`config.mk`:
```
export PLATFORM = sky130hd
export DESIGN_NAME = mips_multicycle_ctrl
export DESIGN_NICKNAME = d
export VERILOG_FILES = /design/src/rtl/mips_multicycle_ctrl.sv
export SDC_FILE = /design/constraint.sdc
export NUM_CORES = 1
export LEC_CHECK = 0
export CORE_AREA = 8 8 48 50
export CTS_CLUSTER_DIAMETER = 100
export DETAILED_ROUTE_END_ITERATION = 16
export DIE_AREA = 0 0 56 58
export PLACE_DENSITY_LB_ADDON = 0.3
export SLEW_MARGIN = 20
export SYNTH_ARGS = -nofsm -noshare
export SYNTH_HDL_FRONTEND = slang
export SYNTH_SLANG_ARGS = --single-unit
```
`constraint.sdc`:
```
create_clock -name CLK -period 1.8 [get_ports CLK]
set_input_delay 0.54 -clock CLK [delete_from_list [all_inputs] [get_ports CLK]]
set_output_delay 0.54 -clock CLK [all_outputs]
set_load 0.05 [all_outputs]
```
`src/rtl/mips_multicycle_ctrl.sv`:
```
// Multicycle MIPS control FSM: registered state, outputs decoded from state (plus Mem_Ready gating).
// Optional multiply stall enabled by defining MIPS_MULT_STALL_EN.
module mips_multicycle_ctrl #(
    parameter int MUL_CYCLES = 4
) (
    input  logic       CLK,
    input  logic       RST,
    input  logic [5:0] Opcode,
    input  logic [5:0] Funct,
    input  logic       Mem_Ready,
    output logic       PC_Write,
    output logic       PC_Write_Cond,
    output logic       IorD,
    output logic       Mem_Write,
    output logic       IR_Write,
    output logic       Mem_to_Reg,
    output logic       Reg_Dst,
    output logic       Reg_Write,
    output logic       ALU_Src_A,
    output logic [1:0] ALU_Src_B,
    output logic [1:0] PC_Src,
    output logic [1:0] ALU_Op,
    output logic [3:0] State
);

    typedef enum logic [3:0] {
        S_FETCH   = 4'd0,
        S_DECODE  = 4'd1,
        S_MEMADR  = 4'd2,
        S_MEMRD   = 4'd3,
        S_MEMWB   = 4'd4,
        S_MEMWR   = 4'd5,
        S_EXEC    = 4'd6,
        S_ALUWB   = 4'd7,
        S_BRANCH  = 4'd8,
        S_ADDIEX  = 4'd9,
        S_ADDIWB  = 4'd10,
        S_JUMP    = 4'd11,
        S_MULWAIT = 4'd12
    } state_e;

    state_e state_q, state_d;

    generate
        if (MUL_CYCLES < 2 || MUL_CYCLES > 15) begin : g_bad_mul_cycles
            $error("MUL_CYCLES must be within 2..15");
        end
    endgenerate

    always_ff @(posedge CLK or negedge RST) begin
        if (!RST) state_q <= S_FETCH;
        else      state_q <= state_d;
    end

`ifdef MIPS_MULT_STALL_EN
    logic [3:0] cnt_q, cnt_d;
    logic       is_mul;

    assign is_mul = (Funct == 6'b011100);

    always_ff @(posedge CLK or negedge RST) begin
        if (!RST) cnt_q <= 4'd0;
        else      cnt_q <= cnt_d;
    end
`else
    logic unused_funct;
    assign unused_funct = ^Funct;
`endif

    assign State = state_q;

    always_comb begin
        state_d       = S_FETCH;
        PC_Write      = 1'b0;
        PC_Write_Cond = 1'b0;
        IorD          = 1'b0;
        Mem_Write     = 1'b0;
        IR_Write      = 1'b0;
        Mem_to_Reg    = 1'b0;
        Reg_Dst       = 1'b0;
        Reg_Write     = 1'b0;
        ALU_Src_A     = 1'b0;
        ALU_Src_B     = 2'b00;
        PC_Src        = 2'b00;
        ALU_Op        = 2'b00;
`ifdef MIPS_MULT_STALL_EN
        cnt_d         = cnt_q;
`endif
        case (state_q)
            S_FETCH: begin
                ALU_Src_B = 2'b01;
                IR_Write  = Mem_Ready;
                PC_Write  = Mem_Ready;
                state_d   = Mem_Ready ? S_DECODE : S_FETCH;
            end
            S_DECODE: begin
                ALU_Src_B = 2'b11;
                case (Opcode)
                    6'b100011, 6'b101011: state_d = S_MEMADR;
                    6'b000000:            state_d = S_EXEC;
                    6'b000100:            state_d = S_BRANCH;
                    6'b001000:            state_d = S_ADDIEX;
                    6'b000010:            state_d = S_JUMP;
                    default:              state_d = S_FETCH;
                endcase
            end
            S_MEMADR: begin
                ALU_Src_A = 1'b1;
                ALU_Src_B = 2'b10;
                state_d   = (Opcode == 6'b100011) ? S_MEMRD : S_MEMWR;
            end
            S_MEMRD: begin
                IorD    = 1'b1;
                state_d = Mem_Ready ? S_MEMWB : S_MEMRD;
            end
            S_MEMWB: begin
                Mem_to_Reg = 1'b1;
                Reg_Write  = 1'b1;
            end
            S_MEMWR: begin
                IorD      = 1'b1;
                Mem_Write = Mem_Ready;
                state_d   = Mem_Ready ? S_FETCH : S_MEMWR;
            end
            S_EXEC: begin
                ALU_Src_A = 1'b1;
                ALU_Op    = 2'b10;
                state_d   = S_ALUWB;
`ifdef MIPS_MULT_STALL_EN
                if (is_mul) begin
                    cnt_d   = 4'(MUL_CYCLES - 1);
                    state_d = S_MULWAIT;
                end
`endif
            end
`ifdef MIPS_MULT_STALL_EN
            S_MULWAIT: begin
                ALU_Src_A = 1'b1;
                ALU_Op    = 2'b10;
                cnt_d     = cnt_q - 4'd1;
                state_d   = (cnt_q == 4'd0) ? S_ALUWB : S_MULWAIT;
            end
`endif
            S_ALUWB: begin
                Reg_Dst   = 1'b1;
                Reg_Write = 1'b1;
            end
            S_BRANCH: begin
                ALU_Src_A     = 1'b1;
                ALU_Op        = 2'b01;
                PC_Src        = 2'b01;
                PC_Write_Cond = 1'b1;
            end
            S_ADDIEX: begin
                ALU_Src_A = 1'b1;
                ALU_Src_B = 2'b10;
                state_d   = S_ADDIWB;
            end
            S_ADDIWB: Reg_Write = 1'b1;
            S_JUMP: begin
                PC_Src   = 2'b10;
                PC_Write = 1'b1;
            end
            default: state_d = S_FETCH;
        endcase

        // Reset must also silence FETCH's Mem_Ready-driven enables.
        if (!RST) begin
            PC_Write      = 1'b0;
            PC_Write_Cond = 1'b0;
            Mem_Write     = 1'b0;
            IR_Write      = 1'b0;
            Reg_Write     = 1'b0;
        end
    end

endmodule

```
# Word level (Yosys, flattened, before mapping)
# Index checks and enable logic that the tools add are counted.
classes:
  eq_ne: 16
  muxes: 23
  n_reduce_logical: 7
ops:
  columns: ["cell", "n"]
  rows:
  - ["$pmux 4 s7", 1]
  - ["$pmux 4 s5", 1]
  - ["$eq 4x3->1 const B", 4]
  - ["$eq 4x4->1 const B", 4]
  - ["$mux 1", 14]
  - ["$eq 6x6->1 const B", 2]
  - ["$mux 3", 3]
  - ["$eq 4x2->1 const B", 2]
  - ["$pmux 2 s2", 2]
  - ["$eq 6x2->1 const B", 1]
  - ["$eq 6x3->1 const B", 1]
  - ["$eq 6x4->1 const B", 1]
  - ["$logic_not 6->1", 1]
  - ["$pmux 2 s3", 1]
  - ["$reduce_or 2->1", 3]
  - ["$eq 4x1->1 const B", 1]
  - ["$logic_not 4->1", 1]
  - ["$reduce_or 4->1", 1]
  - ["$reduce_or 3->1", 1]
  - ["$pmux 1 s2", 1]
word_totals:
  wordCells: 47
  in_bits: 15
  reg_bits: 4

# Longest topological paths before layout
# Gate-level depths: netlist of run 1.
logic_depth:
  ltp_word: 4
  depth_mapped: 5
  depth_no_buf: 3

# Least setup slack after synthesis of run 1
# No wires, ideal clock.
synth_path:
  path_type: "register to output"
  start: "register state_q[3], in the netlist State[3]"
  end: "output port Reg_Write"
  path_buffers: 1
  arrival_time_ns: 2.674
  path_stages_with_launch: 5
  setup_slack_ns: -1.414
  path_cell_list: "dfrtp_1 buf_4 nand2b_1 nor3_1 o21a_1"
synth_via:
  elab_chain_cells: 4
  word_cells_on_any_way: 6
  cone_classes: "3 x eq/ne; 2 x mux; 1 x reduce/logical"
synth_lines:
  columns: ["element", "line", "source"]
  rows:
  - ["from (decl)", "42", "state_e state_q, state_d;"]
  - ["from (signal assigned)", "52", "else state_q <= state_d;"]
  - ["$eq 4x4->1 / $eq 4x3->1 (equally long branches)", "89", "case (state_q)"]
  - ["$reduce_or 3->1 (no line) *", null, null]
  - ["$mux 1 *", "89", null]
  - ["$mux 1 *", "168", "if (!RST) begin"]
  - ["to (decl)", "18", "output logic Reg_Write,"]
# Mark *: on every way between the ends. The rest lies on a longest branch, timed or not.

# Final worst setup path of run 1
layout_path:
  start: "register state_q[0], in the netlist State[0]"
  end: "output port PC_Write"
layout_via:
  elab_chain_cells: 3
  word_cells_on_any_way: 4
  cone_classes: "1 x eq/ne; 2 x mux; 1 x reduce/logical"
layout_lines:
  columns: ["element", "line", "source"]
  rows:
  - ["$eq 4x4->1 / $logic_not 4->1 (equally long branches)", "89", null]
  - ["$pmux 1 s2 *", "89", null]
  - ["$mux 1 *", "168", null]
  - ["to (decl)", "11", "output logic PC_Write,"]
# Marked as above.

==> reports/metrics.csv, run 1 <==
metric;value;unit
fmax;0.4755;GHz
hold_violations;0;
wirelength;2.290;mm
synth_top_area_frac;0.1905;
crit_path_end_kind;output pin;
cts_tree;built;
num_antenna_cells;0;
async_flop_share;1.000;
synth_edf_count;0;
synth_largest_area_cell;dfrtp_1;
clk_pin_slew;40;ps
grt_pass1_vias;757;
holdBufCountCts;0;
final_max_slew_viol_count;0;
overflow;0;
die-area;3248;um2
post_drt_wl_per_cell;18.03;um
syn2layout_area_growth;157.1;%
final.setup.worst_slack;-303.0;ps
pre_cts_ws;-324.7;ps
grt_pass1_wl;3.670;mm
vias_per_cell;5.740;
dp.cells;123;
maxSlewHeadroom;0.7682;
drc_errors;0;
reg2reg_depth;4;
ios;34;
gp_congestion;0.8076;
fp.dieW;56;um
critPathArrivalTime;1560;ps
cts.htree.levels;1;
avgSynthCellArea;7.728;um2
vias;729;
ys_ff_latch;4;
largest_reg_flops;4;
synth_area_leaders;dfrtp_1 19%, nor3_1 5.7%, nand2b_1 4.8%;
cts_inserted_buffers;3;
antenna_found_initial;0;
cts_buffer_depth;2;
power.leakage;0.5077;nW
crit_fanout;4;
powerDensity;563.3;nW/um2
setup_viol;14;
worst_setup_path_start_kind;flip-flop;
violations;setup timing;
clk_latency;240;ps
final_antenna_net_count;0;
fin_area;1351;um2
cp.required;1260;ps
rsz0062_at_grt;true;
r2r_end;State[1]$_DFF_PN0_;
grt_usage;0.1422;
synth_ff_type;dfrtp_1;
finalClockSkew;0.08957;ps
rr_startpoint;State[3]$_DFF_PN0_;
clock-root-buffer;clkbuf_4;
seq_area_frac_synth;0.1905;
rows;15;
yosysMostFrequentCell;nor3_1;
synth_common_cells;6 x nor3_1, 5 x nor2_1, 4 x buf_2, 4 x dfrtp_1, 4 x nand2b_1;
maxCapViolations;0;
numPortBuffers;27;
core;1614;um2
nets;127;
crit_type;reg2out;
ir_drop;0.4110;mV
status;complete, but fails checks;
clkSinkCount;4;
min_period;2103;ps
postSynthCellCount;68;
start_util;0.3256;
die_y;58;um
synth_cell_types;39;
syn-cell-area;525.5;um2
fin_crit_sh;1.168;
drt_pass1_iterations;4;
layout.cells.non_filler;127;
hold_class;in2async;
drt_iter0_drc;9;
dp_hpwl;1.709;mm
layout-drive-gt1-share;0.6455;
ys.warnings.count;0;
grt_max_degree;20;
r2r_slack;180;ps
synth_nets;83;
worst_pin_slew;344.6;ps
place_area;1260;um2
-- per-layer routing --
metal  share of wire  GRT usage
met5               0          0
met4           0.057     0.1168
met3           0.051    0.03275
met2            0.54     0.2583
met1            0.35     0.1327
-- per-stage QoR --
stage	hold slack [ps]	power, W	util	TNS [ps]
finish	480.7	0.0007612	0.8372	-2118
global route	505.8	0.0007883	0.8372	-2721
CTS	480.8	0.0007564	0.8264	-2306
detailed placement	658.8	0.0006178	0.7806	-1752
global placement	642.0	0.0006090	0.7806	-1429
floorplan	244.4	0.0004001	-	-2991
-- critical path, cell delays in order (launching register included) --
cell and delay [ps]:
dfrtp_2 420, or4_4 530, nor2_4 140, a21o_4 110, buf_12 120
-- area by class of cell --
type / instances / area, um2
Tap cell: 17 / 21.27
Sequential cell: 4 / 105.1
Fill cell: 90 / 262.8
Clock buffer: 3 / 22.52
Multi-Input combinational cell: 56 / 579.3
Timing Repair Buffer: 45 / 615.6
Inverter: 2 / 7.507
-- what timing repair did --
item                                    CTS  global route
endpoints found under the setup margin   14            17
buffers inserted                          1             0
gates resized for setup                  11             4
pin swaps                                 6             4
-- cells in the final DEF (no fill, tap or decap), drive strengths merged, types with 2 or more instances in the layout --
cell type       n
clkdlybuf4s50   6
clkbuf          3
nand4b          2
nor3            6
buf            37
nor4            2
or4             2
nand2           3
inv             2
nor4bb          2
nor4b           2
dfrtp           4
nand2b          4
nand3           2
nor3b           2
nor2            6
or3             2
a21oi           2
nor2b           2
-- cells by family after synthesis --
logic type	after synthesis	synth area share
AND/OR/NAND/NOR	40	0.4881
AO/OA/AOI/OAI	14	0.2000
buffers and inverters	8	0.08811
flip-flops	4	0.1905
XOR/XNOR	2	0.03334
-- how the worst max path moves through the flow --
stage	from	slack, ps	end	depth (start not counted)
finish	State[0]$_DFF_PN0_	-300	PC_Write	4
detailed placement	Mem_Ready	-320	Mem_Write	4
CTS	State[1]$_DFF_PN0_	-310	PC_Write	4
floorplan	State[1]$_DFF_PN0_	-490	PC_Write	4
global route	State[0]$_DFF_PN0_	-320	PC_Write	4
global placement	Mem_Ready	-290	Mem_Write	4
-- power breakdown --
group | internal [W] | leakage, nW | switching, W
Clock | 0.0000747 | 0.0138 | 0.0000392
Combinational | 0.000250 | 0.446 | 0.000286
Sequential | 0.000101 | 0.0479 | 0.0000113
Total | 0.000425 | 0.508 | 0.000336
Power figures use the tool's default switching activity.
==> run 2, diff against run 1 <==
Settings changed: CAP_MARGIN from default to 20.
==> results of run 2 <==
The final DEF is identical to that of run 1; final timing and power are the same.
==> run 3, diff against run 2 <==
Settings changed: CORE_AREA 8 8 48 50 to 8 8 45 47, DIE_AREA 0 0 56 58 to 0 0 53 55, DONT_BUFFER_PORTS from default to 1.
==> run 3 against run 2 <==
The flow still finishes with violations (setup timing). Global-route usage shrank 0.14 points. Hold slack got worse by 53 ps. Fmax increased by 3.7%. Critical path type unchanged. Largest cell class is now multi-input combinational cells.
==> reports/metrics.csv, run 3 (same netlist as run 1, synthesis figures left out) <==
metric;value;unit;change
rr_startpoint;State[2]$_DFF_PN0_;;
power_frac_seq;0.162;;+0.015
clock-root-buffer;clkbuf_4;;
ir_drop;0.5221;mV;+27%
cp_num_buf_inv;0;;-1
worstHoldStart;Opcode[2];;
start_util;0.3797;;+0.05417
pwr-share-clk;0.168;;+0.018
cp_top_family;simple AND/OR/NAND/NOR gates;;
cp-startpoint;State[1]$_DFF_PN0_;;
post_drt_wl_per_cell;16.89;um;-6.3%
switchingPower;0.0003133;W;-6.8%
grt_usage;0.1407;;-0.001418
worst_setup_path_start_kind;flip-flop;;
fp.dieW;53;um;-5.4%
total_power;0.0006848;W;-10%
die-area;2915;um2;-10%
rsz0062_at_grt;true;;
worst_pin_slew;441.9;ps;+97.37 ps
grt_pass1_wl;3.111;mm;-15%
vias_per_cell;5.761;;+0.36%
clk_latency;240;ps;about the same
drt_pass1_iterations;4;;unchanged
clkSinkCount;4;;unchanged
vias;651;;-11%
crit_fanout;2;;-2
setup_viol;11;;-3
powerDensity;612.2;nW/um2;+8.7%
fillers;95;;+5.6%
violations;setup timing;;
numPortBuffers;0;;-100%
layout.cells.non_filler;113;;-11%
largest_reg_flops;4;;unchanged
dp_hpwl;1.401;mm;-18%
final_common_cell;buf_4;;
drc_errors;0;;unchanged
dp.cells;105;;-15%
grt_pass1_vias;687;;-9.2%
antenna_found_initial;0;;unchanged
maxSlewHeadroom;0.7027;;-0.06551
hold_violations;0;;unchanged
rows;14;;-1
p_int;0.0003715;W;-13%
fmax;0.4929;GHz;+3.7%
clk_pin_slew;40;ps;about the same
slowest_stage;or4_4;;
min_period;2029;ps;-74.25 ps
cts_buffer_depth;2;;unchanged
syn2layout_area_growth;112.9;%;
final.setup.worst_slack;-228.7;ps;+74.26 ps
power.share.combinational;0.670;;-0.033
cts_tree;built;;
critPathArrivalTime;1490;ps;-70 ps
path_cells;or4_4, nor2_4, a21o_4;;
pre_cts_ws;-5.583;ps;+319.1 ps
core;1384;um2;-14%
gp_congestion;0.7687;;-4.8%
switching_share;0.4575;;+0.01599
num_antenna_cells;0;;unchanged
layout_common_cells;15 x buf_4, 9 x buf_12, 6 x buf_6;;
crit_path_end_kind;output pin;;
grt_max_degree;16;;-20%
layout-drive-gt1-share;0.6804;;+0.03496
cts_inserted_buffers;3;;unchanged
cp.required;1260;ps;about the same
cts.htree.levels;1;;unchanged
final_antenna_net_count;0;;unchanged
crit_type;reg2out;;
die_y;55;um;-5.2%
overflow;0;;unchanged
ios;34;;unchanged
place_area;973.4;um2;-23%
hold_class;in2reg;;
drt_iter0_drc;6;;-3
wirelength;1.909;mm;-17%
status;complete, but fails checks;;
slowest_delay;550;ps;+20 ps
final_max_slew_viol_count;0;;unchanged
fin_area;1119;um2;-17%
fin_crit_sh;1.127;;-0.04125
nets;114;;-10%
power.leakage;0.4196;nW;-17%
finalClockSkew;4.806;ps;+4.717 ps
maxCapViolations;0;;unchanged
## run 3: cell types whose count changed in the layout (fill, tap and decap cells not counted), sizes merged
cell,before,now
dlygate4sd2,1,0
dlygate4sd3,0,1
buf,37,31
clkdlybuf4s50,6,0
dlymetal6s2s,1,0
## run 3: layout make-up
cell class	count	area, um2	share of cell area
Tap cell	16	20.02	0.01790
Multi-Input combinational cell	56	578.1	0.5168
Sequential cell	4	105.1	0.09396
Inverter	2	7.507	0.006711
Timing Repair Buffer	32	385.4	0.3445
Clock buffer	3	22.52	0.02013
## run 3: timing repair
item | 4_1_cts | 5_1_grt
pin swaps | 6 | 6
endpoints found under the hold margin | 4 | 0
hold buffers | 1 | 0
endpoints found under the setup margin | 14 | 15
setup buffers | 2 | 2
resized for setup | 11 | 6
## run 3: per-layer routing
metal  up-vias  GRT usage  share of wire
met5         -          0              0
met4         0    0.08621          0.011
met3         2    0.03209           0.10
met2        28     0.2598           0.55
met1       305     0.1406           0.34
li1        316          -              -
## run 3: power groups by stage
stage	registers, W	clock network (W)	logic, W
2_1_floorplan	0.000147	0	0.000253
3_3_place_gp	0.000110	0	0.000406
3_5_place_dp	0.000111	0	0.000413
4_1_cts	0.000110	0.000118	0.000451
5_1_grt	0.000113	0.000121	0.000477
6_report	0.000111	0.000115	0.000459
## run 3: path summary, 6_finish.rpt
path / slack (ps) / depth (start not counted) / to
worst max-delay path: -230 / 3 / PC_Write
worst min-delay path: 430 / 1 / State[2]$_DFF_PN0_
worst max register to register: 220 / 5 / State[1]$_DFF_PN0_
worst min register to register: 660 / 2 / State[0]$_DFF_PN0_
max in group asynchronous: 1020 / 1 / State[0]$_DFF_PN0_
min in group asynchronous: 580 / 1 / State[2]$_DFF_PN0_
## run 3: metrics by stage
stage | hold WS (ps) | utilization | TNS (ps)
after floorplan | 244.4 | - | -2991
after global placement | 244.8 | 0.7034 | 0
after detailed placement | 244.9 | 0.7034 | -5.583
after CTS | 424.1 | 0.7830 | -2057
after global routing | 433.1 | 0.8083 | -2348
final | 427.8 | 0.8083 | -1603
